===== src/rtl/dma_slice_2d_pkg.sv =====
`default_nettype none
// ============================================================================
// Module      : dma_pkg
// Description : Shared types and helpers for the 2D DMA slice engine.
//               FSM state encoding, beat-size helpers and the 4KB page
//               constants used by the burst splitter.
// Revision    : 1.0 - initial release
// ============================================================================
package dma_pkg;

    typedef enum logic [2:0] {
        IDLE     = 3'd0,
        CALC     = 3'd1,
        ISSUE    = 3'd2,
        NEXT_ROW = 3'd3,
        DONE     = 3'd4
    } dma_state_e;

    // AXI bursts must never cross a 4KB page
    localparam int PAGE_BYTES = 4096;
    localparam int PAGE_BITS  = 12;

    // Bytes per data beat for a given bus width
    function automatic int beat_bytes(input int data_width);
        return data_width / 8;
    endfunction

    // log2(bytes per beat); doubles as the AXI AxSIZE encoding
    function automatic int beat_size(input int data_width);
        return $clog2(data_width / 8);
    endfunction

endpackage
`default_nettype wire


===== src/rtl/dma_slice_2d_burst_calc.sv =====
`default_nettype none
// ============================================================================
// Module      : dma_burst_calc
// Description : Combinational burst splitter. From the current address and
//               remaining row bytes, picks either a single partial beat
//               (unaligned head, short tail, or jump mode) or the largest
//               full-beat burst limited by maxburst and the 4KB page.
// Ports       : cur      - current byte address
//               remain   - bytes left in the current row
//               mode     - 1 forces single beats (jump mode)
//               maxburst - beat limit, 0 treated as 1
//               alen     - beats-1 for the request
//               strb     - byte lanes of a single beat, all ones for bursts
//               send     - bytes consumed by this request
//               last_row - this request finishes the row
// Revision    : 1.0 - initial release
// ============================================================================
module dma_burst_calc
    import dma_pkg::*;
#(
    parameter int DMA_ADDR_WIDTH  = 32,
    parameter int DMA_DATA_WIDTH  = 64,
    parameter int DMA_BYTES_WIDTH = 32
) (
    input  logic [DMA_ADDR_WIDTH-1:0]   cur,
    input  logic [DMA_BYTES_WIDTH-1:0]  remain,
    input  logic                        mode,
    input  logic [7:0]                  maxburst,
    output logic [7:0]                  alen,
    output logic [DMA_DATA_WIDTH/8-1:0] strb,
    output logic [DMA_BYTES_WIDTH-1:0]  send,
    output logic                        last_row
);

    localparam int B    = beat_bytes(DMA_DATA_WIDTH);
    localparam int OFFW = beat_size(DMA_DATA_WIDTH);
    localparam int NW   = OFFW + 1;
    localparam int PW   = PAGE_BITS + 1;
    localparam int BW   = DMA_BYTES_WIDTH;

    logic [OFFW-1:0] off;
    logic [NW-1:0]   room;
    logic [BW-1:0]   room_ext;
    logic [BW-1:0]   n_bytes;
    logic [BW-1:0]   rem_beats;
    logic [BW-1:0]   mb_eff;
    logic [PW-1:0]   page_left;
    logic [BW-1:0]   page_beats;
    logic [BW-1:0]   beats;
    logic            single;

    always_comb begin
        off        = cur[OFFW-1:0];
        room       = NW'(B) - NW'(off);
        room_ext   = BW'(room);
        single     = (off != '0) || (remain < BW'(B)) || mode;
        n_bytes    = (remain < room_ext) ? remain : room_ext;

        // Burst length is the tightest of three limits; all are >= 1 on the
        // burst path because the address is aligned and remain >= B there.
        rem_beats  = remain >> OFFW;
        mb_eff     = (maxburst == 8'd0) ? BW'(1) : BW'(maxburst);
        page_left  = PW'(PAGE_BYTES) - PW'(cur[PAGE_BITS-1:0]);
        page_beats = BW'(page_left >> OFFW);
        beats      = mb_eff;
        if (rem_beats < beats) beats = rem_beats;
        if (page_beats < beats) beats = page_beats;

        alen = 8'd0;
        strb = '0;
        send = '0;
        if (single) begin
            send = n_bytes;
            for (int i = 0; i < B; i++) begin
                strb[i] = (i >= int'(off)) && (i < int'(off) + int'(n_bytes));
            end
        end else begin
            alen = 8'(beats - BW'(1));
            strb = '1;
            send = beats << OFFW;
        end
        last_row = (send == remain);
    end

endmodule
`default_nettype wire


===== src/rtl/dma_slice_2d.sv =====
`default_nettype none
// ============================================================================
// Module      : dma_slice_2d
// Description : DMA slice engine. Converts one descriptor (optionally 2D:
//               rows x stride) into a sequence of AXI address requests,
//               one outstanding at a time, never crossing a 4KB page.
// Ports       : clk, rst_n           - clock, async active-low reset
//               csr_desc_*           - descriptor table (per-index arrays)
//               csr_dma_maxburst     - max beats per burst (0 -> 1)
//               dma_axi_req_*        - request channel to the AXI master
//               dma_slice_idx/valid  - start a slice on descriptor idx
//               dma_slice_ready      - engine idle
//               dma_slice_done       - one-cycle completion pulse
// Config      : DMA_SLICE_ABORT_EN adds dma_slice_abort (in) and
//               dma_slice_aborted (out, high with the done pulse).
// Revision    : 1.0 - initial release
// ============================================================================
module dma_slice_2d
    import dma_pkg::*;
#(
    parameter int DMA_ADDR_WIDTH  = 32,
    parameter int DMA_DATA_WIDTH  = 64,
    parameter int DMA_BYTES_WIDTH = 32,
    parameter int DMA_ROWS_WIDTH  = 16,
    parameter int DMA_NUM_DESC    = 8,
    localparam int AXI_STRB_WIDTH = DMA_DATA_WIDTH / 8,
    localparam int DESC_IDX_WIDTH = (DMA_NUM_DESC > 1) ? $clog2(DMA_NUM_DESC) : 1
) (
    input  logic                       clk,
    input  logic                       rst_n,
    input  logic [DMA_ADDR_WIDTH-1:0]  csr_desc_addr       [DMA_NUM_DESC],
    input  logic                       csr_desc_mode       [DMA_NUM_DESC],
    input  logic [DMA_BYTES_WIDTH-1:0] csr_desc_num_bytes  [DMA_NUM_DESC],
    input  logic [DMA_BYTES_WIDTH-1:0] csr_desc_jump_bytes [DMA_NUM_DESC],
    input  logic [DMA_ROWS_WIDTH-1:0]  csr_desc_rows       [DMA_NUM_DESC],
    input  logic [DMA_BYTES_WIDTH-1:0] csr_desc_row_stride [DMA_NUM_DESC],
    input  logic [7:0]                 csr_dma_maxburst,
    output logic                       dma_axi_req_valid,
    input  logic                       dma_axi_req_ready,
    output logic [DMA_ADDR_WIDTH-1:0]  dma_axi_req_addr,
    output logic [AXI_STRB_WIDTH-1:0]  dma_axi_req_strb,
    output logic [2:0]                 dma_axi_req_size,
    output logic [7:0]                 dma_axi_req_alen,
    output logic                       dma_axi_req_last,
    input  logic [DESC_IDX_WIDTH-1:0]  dma_slice_idx,
    input  logic                       dma_slice_valid,
`ifdef DMA_SLICE_ABORT_EN
    input  logic                       dma_slice_abort,
    output logic                       dma_slice_aborted,
`endif
    output logic                       dma_slice_ready,
    output logic                       dma_slice_done
);

    localparam int AW   = DMA_ADDR_WIDTH;
    localparam int BW   = DMA_BYTES_WIDTH;
    localparam int RW   = DMA_ROWS_WIDTH;
    localparam int B    = beat_bytes(DMA_DATA_WIDTH);
    localparam int OFFW = beat_size(DMA_DATA_WIDTH);

    dma_state_e          state_q, state_d;
    logic [AW-1:0]       cur_q, cur_d;
    logic [AW-1:0]       row_q, row_d;
    logic [BW-1:0]       remain_q, remain_d;
    logic [RW-1:0]       rows_left_q, rows_left_d;
    // Descriptor snapshot: CSR writes mid-slice must not disturb the slice
    logic                mode_q, mode_d;
    logic [BW-1:0]       num_bytes_q, num_bytes_d;
    logic [BW-1:0]       jump_q, jump_d;
    logic [BW-1:0]       stride_q, stride_d;
    logic [7:0]          maxburst_q, maxburst_d;
    logic                req_valid_q, req_valid_d;
    logic [AW-1:0]       req_addr_q, req_addr_d;
    logic [AXI_STRB_WIDTH-1:0] req_strb_q, req_strb_d;
    logic [7:0]          req_alen_q, req_alen_d;
    logic                req_last_q, req_last_d;
    logic [BW-1:0]       send_q, send_d;
    logic                aborted_q, aborted_d;

    logic                abort_req;
    logic [7:0]          calc_alen;
    logic [AXI_STRB_WIDTH-1:0] calc_strb;
    logic [BW-1:0]       calc_send;
    logic                calc_last_row;

`ifdef DMA_SLICE_ABORT_EN
    assign abort_req         = dma_slice_abort;
    assign dma_slice_aborted = aborted_q && (state_q == DONE);
`else
    assign abort_req         = 1'b0;
`endif

    dma_burst_calc #(
        .DMA_ADDR_WIDTH  (AW),
        .DMA_DATA_WIDTH  (DMA_DATA_WIDTH),
        .DMA_BYTES_WIDTH (BW)
    ) u_burst_calc (
        .cur      (cur_q),
        .remain   (remain_q),
        .mode     (mode_q),
        .maxburst (maxburst_q),
        .alen     (calc_alen),
        .strb     (calc_strb),
        .send     (calc_send),
        .last_row (calc_last_row)
    );

    always_comb begin
        state_d     = state_q;
        cur_d       = cur_q;
        row_d       = row_q;
        remain_d    = remain_q;
        rows_left_d = rows_left_q;
        mode_d      = mode_q;
        num_bytes_d = num_bytes_q;
        jump_d      = jump_q;
        stride_d    = stride_q;
        maxburst_d  = maxburst_q;
        req_valid_d = req_valid_q;
        req_addr_d  = req_addr_q;
        req_strb_d  = req_strb_q;
        req_alen_d  = req_alen_q;
        req_last_d  = req_last_q;
        send_d      = send_q;
        aborted_d   = aborted_q;

        case (state_q)
            IDLE: begin
                if (dma_slice_valid) begin
                    cur_d       = csr_desc_addr[dma_slice_idx];
                    row_d       = csr_desc_addr[dma_slice_idx];
                    remain_d    = csr_desc_num_bytes[dma_slice_idx];
                    rows_left_d = csr_desc_rows[dma_slice_idx];
                    mode_d      = csr_desc_mode[dma_slice_idx];
                    num_bytes_d = csr_desc_num_bytes[dma_slice_idx];
                    jump_d      = csr_desc_jump_bytes[dma_slice_idx];
                    stride_d    = csr_desc_row_stride[dma_slice_idx];
                    maxburst_d  = csr_dma_maxburst;
                    aborted_d   = 1'b0;
                    state_d     = CALC;
                end
            end
            CALC: begin
                if (abort_req) begin
                    aborted_d = 1'b1;
                    state_d   = DONE;
                end else if ((remain_q == '0) || (rows_left_q == '0)) begin
                    // Empty descriptor: finish without any request
                    state_d = DONE;
                end else begin
                    req_valid_d = 1'b1;
                    req_addr_d  = cur_q & ~AW'(B - 1);
                    req_strb_d  = calc_strb;
                    req_alen_d  = calc_alen;
                    req_last_d  = calc_last_row && (rows_left_q == RW'(1));
                    send_d      = calc_send;
                    state_d     = ISSUE;
                end
            end
            ISSUE: begin
                // An abort here never withdraws the request; it is remembered
                // and honoured once the handshake completes.
                aborted_d = aborted_q || abort_req;
                if (dma_axi_req_ready) begin
                    req_valid_d = 1'b0;
                    remain_d    = remain_q - send_q;
                    cur_d       = cur_q + (mode_q ? AW'(jump_q) : AW'(send_q));
                    if (aborted_d) begin
                        state_d = DONE;
                    end else if (remain_d != '0) begin
                        state_d = CALC;
                    end else if (rows_left_q > RW'(1)) begin
                        state_d = NEXT_ROW;
                    end else begin
                        state_d = DONE;
                    end
                end
            end
            NEXT_ROW: begin
                if (abort_req) begin
                    aborted_d = 1'b1;
                    state_d   = DONE;
                end else begin
                    row_d       = row_q + AW'(stride_q);
                    cur_d       = row_q + AW'(stride_q);
                    remain_d    = num_bytes_q;
                    rows_left_d = rows_left_q - RW'(1);
                    state_d     = CALC;
                end
            end
            DONE: begin
                state_d = IDLE;
            end
            default: begin
                state_d = IDLE;
            end
        endcase
    end

    always_ff @(posedge clk or negedge rst_n) begin
        if (!rst_n) begin
            state_q     <= IDLE;
            cur_q       <= '0;
            row_q       <= '0;
            remain_q    <= '0;
            rows_left_q <= '0;
            mode_q      <= 1'b0;
            num_bytes_q <= '0;
            jump_q      <= '0;
            stride_q    <= '0;
            maxburst_q  <= '0;
            req_valid_q <= 1'b0;
            req_addr_q  <= '0;
            req_strb_q  <= '0;
            req_alen_q  <= '0;
            req_last_q  <= 1'b0;
            send_q      <= '0;
            aborted_q   <= 1'b0;
        end else begin
            state_q     <= state_d;
            cur_q       <= cur_d;
            row_q       <= row_d;
            remain_q    <= remain_d;
            rows_left_q <= rows_left_d;
            mode_q      <= mode_d;
            num_bytes_q <= num_bytes_d;
            jump_q      <= jump_d;
            stride_q    <= stride_d;
            maxburst_q  <= maxburst_d;
            req_valid_q <= req_valid_d;
            req_addr_q  <= req_addr_d;
            req_strb_q  <= req_strb_d;
            req_alen_q  <= req_alen_d;
            req_last_q  <= req_last_d;
            send_q      <= send_d;
            aborted_q   <= aborted_d;
        end
    end

    assign dma_axi_req_valid = req_valid_q;
    assign dma_axi_req_addr  = req_addr_q;
    assign dma_axi_req_strb  = req_strb_q;
    assign dma_axi_req_alen  = req_alen_q;
    assign dma_axi_req_last  = req_last_q;
    assign dma_axi_req_size  = 3'(OFFW);
    assign dma_slice_ready   = (state_q == IDLE);
    assign dma_slice_done    = (state_q == DONE);

endmodule
`default_nettype wire


===== config.mk =====
export PLATFORM = sky130hd
export DESIGN_NAME = dma_slice_2d
export DESIGN_NICKNAME = d
export VERILOG_FILES = /design/src/rtl/dma_slice_2d_pkg.sv /design/src/rtl/dma_slice_2d_burst_calc.sv /design/src/rtl/dma_slice_2d.sv
export SDC_FILE = /design/constraint.sdc
export NUM_CORES = 1
export LEC_CHECK = 0
export ABC_AREA = 1
export CAP_MARGIN = 30
export CORE_AREA = 2 2 484 486
export CTS_BUF_LIST = sky130_fd_sc_hd__clkbuf_8 sky130_fd_sc_hd__clkbuf_16
export CTS_CLUSTER_SIZE = 20
export DETAILED_ROUTE_END_ITERATION = 8
export DIE_AREA = 0 0 486 488
export GPL_TIMING_DRIVEN = 0
export PLACE_DENSITY = 0.33
export SYNTH_ARGS = -nofsm -noshare
export SYNTH_HDL_FRONTEND = slang
export SYNTH_SLANG_ARGS = --single-unit

===== constraint.sdc =====
create_clock -name clk -period 8.6 [get_ports clk]
set_input_delay 0.86 -clock clk [delete_from_list [all_inputs] [get_ports clk]]
set_output_delay 0.86 -clock clk [all_outputs]
set_load 0.02 [all_outputs]

# ---- Word level (Yosys, flattened, before mapping)
# Index checks and enable logic that the tools add are counted.
dict set report totals {
  reg_bits 299
  input_bits 1175
  output_inout_bits 55
  wordCells 126
}
dict set report classes {
  n_addsub 8
  n_lt_le_gt_ge 21
  eq_ne 9
  n_mux 44
  bitwise_logic 2
  n_reduce_logical 26
}
# cell count
set op_table {}
lappend op_table {{$mux W32} 15}
lappend op_table {{$bmux W32 S3} 4}
lappend op_table {{$pmux W32 S3} 2}
lappend op_table {{$lt A4 B32 Y1 const A} 4}
lappend op_table {{$add A32 B32 Y32} 2}
lappend op_table {{$lt A3 B32 Y1 const A} 2}
lappend op_table {{$pmux W32 S2} 1}
lappend op_table {{$mux W29} 2}
lappend op_table {{$bmux W16 S3} 1}
lappend op_table {{$mux W16} 3}
lappend op_table {{$add A4 B32 Y32} 1}
lappend op_table {{$eq A32 B32 Y1} 1}
lappend op_table {{$logic_not A32 Y1} 1}
lappend op_table {{$lt A1 B32 Y1 const A} 1}
lappend op_table {{$lt A10 B32 Y1} 1}
lappend op_table {{$lt A2 B32 Y1 const A} 1}
lappend op_table {{$lt A29 B32 Y1} 1}
lappend op_table {{$lt A32 B4 Y1} 1}
lappend op_table {{$lt A32 B4 Y1 const B} 1}
lappend op_table {{$pmux W16 S2} 1}
lappend op_table {{$reduce_bool A32 Y1} 1}
lappend op_table {{$sub A32 B32 Y32} 1}
lappend op_table {{$mux W8} 3}
lappend op_table {{$eq A16 B1 Y1 const B} 1}
lappend op_table {{29 further kinds} 58}

# ---- Logic depth before layout (Yosys ltp)
dict set report depth {
  ltp_word 9
  ltp_mapped 31
  ltp_nobuf 30
}

# ---- Modules after synthesis
# From an unflattened synthesis, not the netlist that was laid out.
dict set report hier_totals {
  hier_cells 4978
  hier_area_um2 30281.5
}
# module n_inst cells_per_inst area_per_inst_um2
set modules_own_cells {}
lappend modules_own_cells {dma_slice_2d 1 4572 28096.9}
lappend modules_own_cells {dma_burst_calc 1 406 2184.6}

# ---- Worst setup path after synthesis
# OpenSTA, ideal clock, no wires.
dict set report synth_path {
  path_type {reg2reg}
  start {register cur_q[1]}
  end {register req_strb_q[4] (netlist: dma_axi_req_strb[4])}
  setup_time_ns 0.146
  arrival_time_ns 3.429
  slack_ns 5.025
  path_stages_with_launch 24
  path_cell_list {dfrtp_1 -> inv_1 -> ha_1 -> ha_1 -> inv_1 -> ha_1 -> o211ai_1 -> nand3_1 -> nor2_1 -> nand2_1 -> o21ai_0 -> inv_1 -> ha_1 -> a21oi_1 -> nor2_1 -> nor2_1 -> xnor2_1 -> inv_1 -> nor2_1 -> inv_1 -> nor2_1 -> inv_1 -> o21ai_0 -> o311ai_0}
}
dict set report synth_via {
  elab_chain_cells 7
  elab_cells_between_ends 11
}
# item line_no
set synth_lines {}
lappend synth_lines {{start, declared} dma_slice_2d.sv:62} ;# logic [AW-1:0] cur_q, cur_d;
lappend synth_lines {{start signal, assigned} dma_slice_2d.sv:221} ;# cur_q <= cur_d;
lappend synth_lines {{$sub A4 B3 Y4} dma_slice_2d_burst_calc.sv:54} ;# room = NW'(B) - NW'(off);
lappend synth_lines {{$lt A32 B4 Y1} dma_slice_2d_burst_calc.sv:57} ;# n_bytes = (remain < room_ext) ? remain : room_ext;
lappend synth_lines {{$mux W32} dma_slice_2d_burst_calc.sv:57}
lappend synth_lines {{$add A4 B32 Y32} dma_slice_2d_burst_calc.sv:75} ;# strb[i] = (i >= int'(off)) && (i < int'(off) + int'(n_bytes));
lappend synth_lines {{$lt A4 B32 Y1} dma_slice_2d_burst_calc.sv:75}
lappend synth_lines {{$logic_and A1 B1 Y1} dma_slice_2d_burst_calc.sv:75}
lappend synth_lines {{$mux W8 (*)} dma_slice_2d_burst_calc.sv:72} ;# if (single) begin
lappend synth_lines {{end signal, assigned} dma_slice_2d.sv:232} ;# req_strb_q <= req_strb_d;
lappend synth_lines {{end, declared} dma_slice_2d.sv:74} ;# logic [AXI_STRB_WIDTH-1:0] req_strb_q, req_strb_d;
# Every way passes the cells marked *; elsewhere a longest branch is shown, timed or not.
# A chain may end at the register's enable or synchronous reset.

# ---- Final worst setup path
dict set report layout_path {
  start {input port dma_slice_idx[0]}
  end {register jump_q[27]}
}
dict set report layout_via {
  elab_chain_cells 4
}
# item line_no
set layout_lines {}
lappend layout_lines {{start, declared} dma_slice_2d.sv:45} ;# input logic [DESC_IDX_WIDTH-1:0] dma_slice_idx,
lappend layout_lines {{$not A3 Y4 (not written as such)} dma_slice_2d.sv:136} ;# jump_d = csr_desc_jump_bytes[dma_slice_idx];
lappend layout_lines {{$bmux W32 S3} dma_slice_2d.sv:136}
lappend layout_lines {{$mux W32 (not written as such) (2 in series)} dma_slice_2d.sv:136}
lappend layout_lines {{end signal, assigned} dma_slice_2d.sv:227} ;# jump_q <= jump_d;
lappend layout_lines {{end, declared} dma_slice_2d.sv:69} ;# logic [BW-1:0] jump_q, jump_d;
# No other way between the ends. The select of a mux whose other input is x is not followed.

==> summary.md <==
| Metric | Value |
|---|---|
| Status | finished clean |
| Core Area | between 200000 and 250000 µm² |
| Post-synthesis simple-gate area fraction | 0.2815 |
| FP Rows | 177 |
| NumNets Final | 7213 |
| DP Area | between 40000 and 50000 µm² |
| Distinct cells, synth | between 60 and 70 |
| Vias in the first global route | 40882 |
| Area contributors post-synth | dfrtp_1, o21ai_0, nand2_1 |
| Total CTS buffers | 43 |
| RSZ-0062 raised after global routing | false |
| Share of flip-flops with an asynchronous set or reset | 1.000 |
| Area of the multi-input gates | between 15000 and 20000 µm² |
| Worst vdd ir | 0.0001484 V |
| Routability cong. | around 0.95 |
| Top-area cell type share of the netlist area | 0.2622 |
| Fin crit period | 6.155 ns |
| Post-route cell area | between 40000 and 50000 µm² |
| Clock sinks | ~300 |
| Reg2Reg Setup Slack | around 3.9 ns |
| Data arrival, critical path | 6.68 ns |
| Fraction of layout cells with a size suffix above 1 | 0.03769 |
| CTS Hold Bufs | 0 |
| Post-Route WL | 304800 µm |
| Leak | approximately 19 nW |
| Io pins | 1230 |
| Clock transition at the registers of the reported paths | approximately 0.060 ns |
| Switching pwr | between 7 and 8 mW |
| Post-DP HPWL | about 270000 µm |
| Cell type with the largest total area after synthesis | dfrtp_1 |
| Combinational cell fraction of total power | 0.650 |
| Compound-Gate Fraction of Synth Area | 0.3027 |
| CTS root buffer | clkbuf_16 |
| Worst reg2reg endpoint | cur_q[22] |
| Post-route clock skew | approximately 0.027 ns |
| CP Capture Type | register |
| WL/cell | 33.70 µm |
| Initial core utilization | 0.1230 |
| Layout area overhead | 64.54% |
| Syn Inst Count | about 4600 |
| Prevailing post-synth register cell | dfrtp_1 |
| Worst r2r src | mode_q |
| Number of nets with antenna violations after routing | 0 |
| Final Hold Violating Endpoints | 0 |
| Pint | approximately 6 mW |
| Post-Synth Adder-Cell Area | 0.05543 |
| Worst Reg-to-Reg Cells | 22 |
| Max cap viols | 0 |
| Seq/Total Area, Yosys | 0.2622 |
| Sw frac | 0.5424 |
| Register share of total power | 0.210 |
| Postcts setup bufs | 0 |
| TritonCTS clock tree | built |
| Number of flops mapped to enable cells by yosys | 0 |
| Fin. max-slew vios | 0 |
| Main combinational cell family by area after synthesis | compound AO/OA/AOI/OAI gates |
| Worst path required time | around 9.1 ns |
| Post_cts resized | 0 |
| Fraction of synthesized area in multiplexers | 0.0003508 |
| Crit start category | input port |
| Die height | 488 µm |
| Filler cells | between 20000 and 30000 |
| Total GRT Usage | 0.2461 |
| Synth cell count leaders | nand2_1, o21ai_0, nor2_1 |
| Port buffer count | 1222 |
| 1st-pass router iterations | 6 |
| Clk Latency, worst-skew pair | roughly 0.6 ns |
| Synth Warn # | 0 |
| Worst Max-Slew Pin Slew | roughly 1.1 ns |
| Setup TNS | 0 ns |
| Global route overflow | 0 |
| Largest net degree at the start of global routing | 85 |
| Full die area | 237200 µm² |
| Most common cell in the netlist | nand2_1 |
| First-pass GRT wire length | ~390000 µm |
| Period utilization | 0.7157 |
| Setup CP Type | input port to register |
| Slew HR | 0.2369 |
| Register area | 7482 µm² |
| Post-Synth XOR/XNOR Area | 0.01320 |
| Clk network pwr share | 0.140 |
| #FFs+latches synth | approximately 300 |
| Via count | roughly 41000 |
| Chip width | slightly below 500 µm |
| Hold Crit Class | input port to asynchronous set/reset pin |
| CTS max path bufs | 3 |
| Final setup viols | 0 |
| Avg Synthesized Cell Area | approximately 6.2 µm² |
| Mapped cell area | approximately 29000 µm² |
| P per Cell Area | between 200 and 300 nW/µm² |
| Crit Path Max Fanout | 12 |
| Initial DRC count | between 3000 and 4000 |
| # DRC | 0 |
| Via-to-Cell Ratio | between 4 and 5 |
| Antenna violations before repair | approximately 150 |
| H-Tree Level Count | 2 |
| F_max | 162.5 MHz |
## state kept, by name, indices dropped and copies added (netlist names), 3 cells and up
| signal | count |
|---|---|
| cur_q | 32 |
| jump_q | 32 |
| num_bytes_q | 32 |
| remain_q | 32 |
| row_q | 32 |
| send_q | 32 |
| stride_q | 32 |
| dma_axi_req_addr | 29 |
| rows_left_q | 16 |
| dma_axi_req_alen | 8 |
| dma_axi_req_strb | 8 |
| maxburst_q | 8 |
| state_q | 3 |
## kinds of logic after synthesis
kind of cell / after synthesis
AOI/OAI and AO/OA: 1495
xor gates and xnor gates: 43
adders and majority gates: 124
buffers and inverters: 631
DFF: 299
muxes: 1
other: 2
and+or+nand+nor: 1993
## final cells by class
| cell class | count | share of cell area |
|---|---|---|
| plain buffers | 320 | 0.02689 |
| diodes | 60 | 0.003198 |
| inverters | 311 | 0.02487 |
| multi-input cells | 3664 | 0.3978 |
| well taps | 3043 | 0.08110 |
| repair buffers | 1275 | 0.2772 |
| clock inverters | 27 | 0.005490 |
| clock buffers | 47 | 0.02409 |
| flip-flops and latches | 299 | 0.1594 |
## how the worst max path moves through the flow
stage,startpoint,to,slack (ns),depth (start not counted)
4_1_cts,dma_slice_idx[0],jump_q[27],2.54,11
3_3_place_gp,rst_n,stride_q[20],-8.93,1
5_1_grt,dma_slice_idx[0],jump_q[27],2.39,11
2_1_floorplan,cur_q[1],dma_axi_req_strb[4],5.03,23
3_5_place_dp,dma_slice_idx[0],jump_q[27],1.92,11
6_report,dma_slice_idx[0],jump_q[27],2.44,11
## critical path, stage by stage
cell             delay, ns
clkdlybuf4s50_1       0.74
clkbuf_2              0.77
clkbuf_1              0.43
clkbuf_1              0.62
clkbuf_1              0.77
buf_1                 0.86
o21ai_0               0.43
buf_4                 0.28
o221ai_1              0.61
nand3_1               0.17
nand2_1               0.10
## power by group through the flow
stage               logic [mW]  registers, mW  clock network [mW]
floorplan                 4.80           2.55                   0
global placement          8.44           2.79                   0
detailed placement        8.51           2.78                   0
CTS                       8.56           2.76                1.90
global route              9.42           2.84                1.95
finish                    8.54           2.76                1.84
## placed cells by master, fill, tap and decap left out, types with 19 or more instances in the layout
cell type,netlist,routed
xor2_1,34,34
clkbuf_16,0,43
buf_8,0,38
ha_1,120,120
nand4_1,49,49
inv_1,297,301
diode_2,0,60
nand3_1,112,112
o21ai_1,29,31
o22ai_1,196,196
nor2_1,764,763
o21ai_0,772,770
nor3_1,27,27
o221ai_1,107,107
a21oi_1,192,192
dfrtp_1,299,299
clkbuf_2,0,20
a32oi_1,19,19
clkbuf_1,288,268
o211ai_1,62,62
clkdlybuf4s50_1,0,1221
a31oi_1,49,49
nand2_1,974,974
## per-stage QoR
step                      cells  worst slack (ns)  utilization  power, mW  hold WS (ns)
after floorplan            4594             5.025            -      7.359        0.4361
after global placement     8859            -8.930       0.1923      11.23        0.4483
after detailed placement   8909             1.920       0.1957      11.30        0.4519
after CTS                  8983             2.537       0.2016      13.22        0.2570
after global routing       9023             2.389       0.2022      14.21        0.2644
final                      9046             2.445       0.2025      13.14        0.2126
## routing by layer
layer | part of all wire | vias to the layer above | track usage
met3 | 0.082 | 428 | 0.07479
met2 | 0.47 | 1658 | 0.4126
met4 | 0.046 | 128 | 0.09364
met5 | 0.0027 | - | 0
li1 | - | 18515 | -
met1 | 0.40 | 20120 | 0.2932
Power figures use the tool's default switching activity.
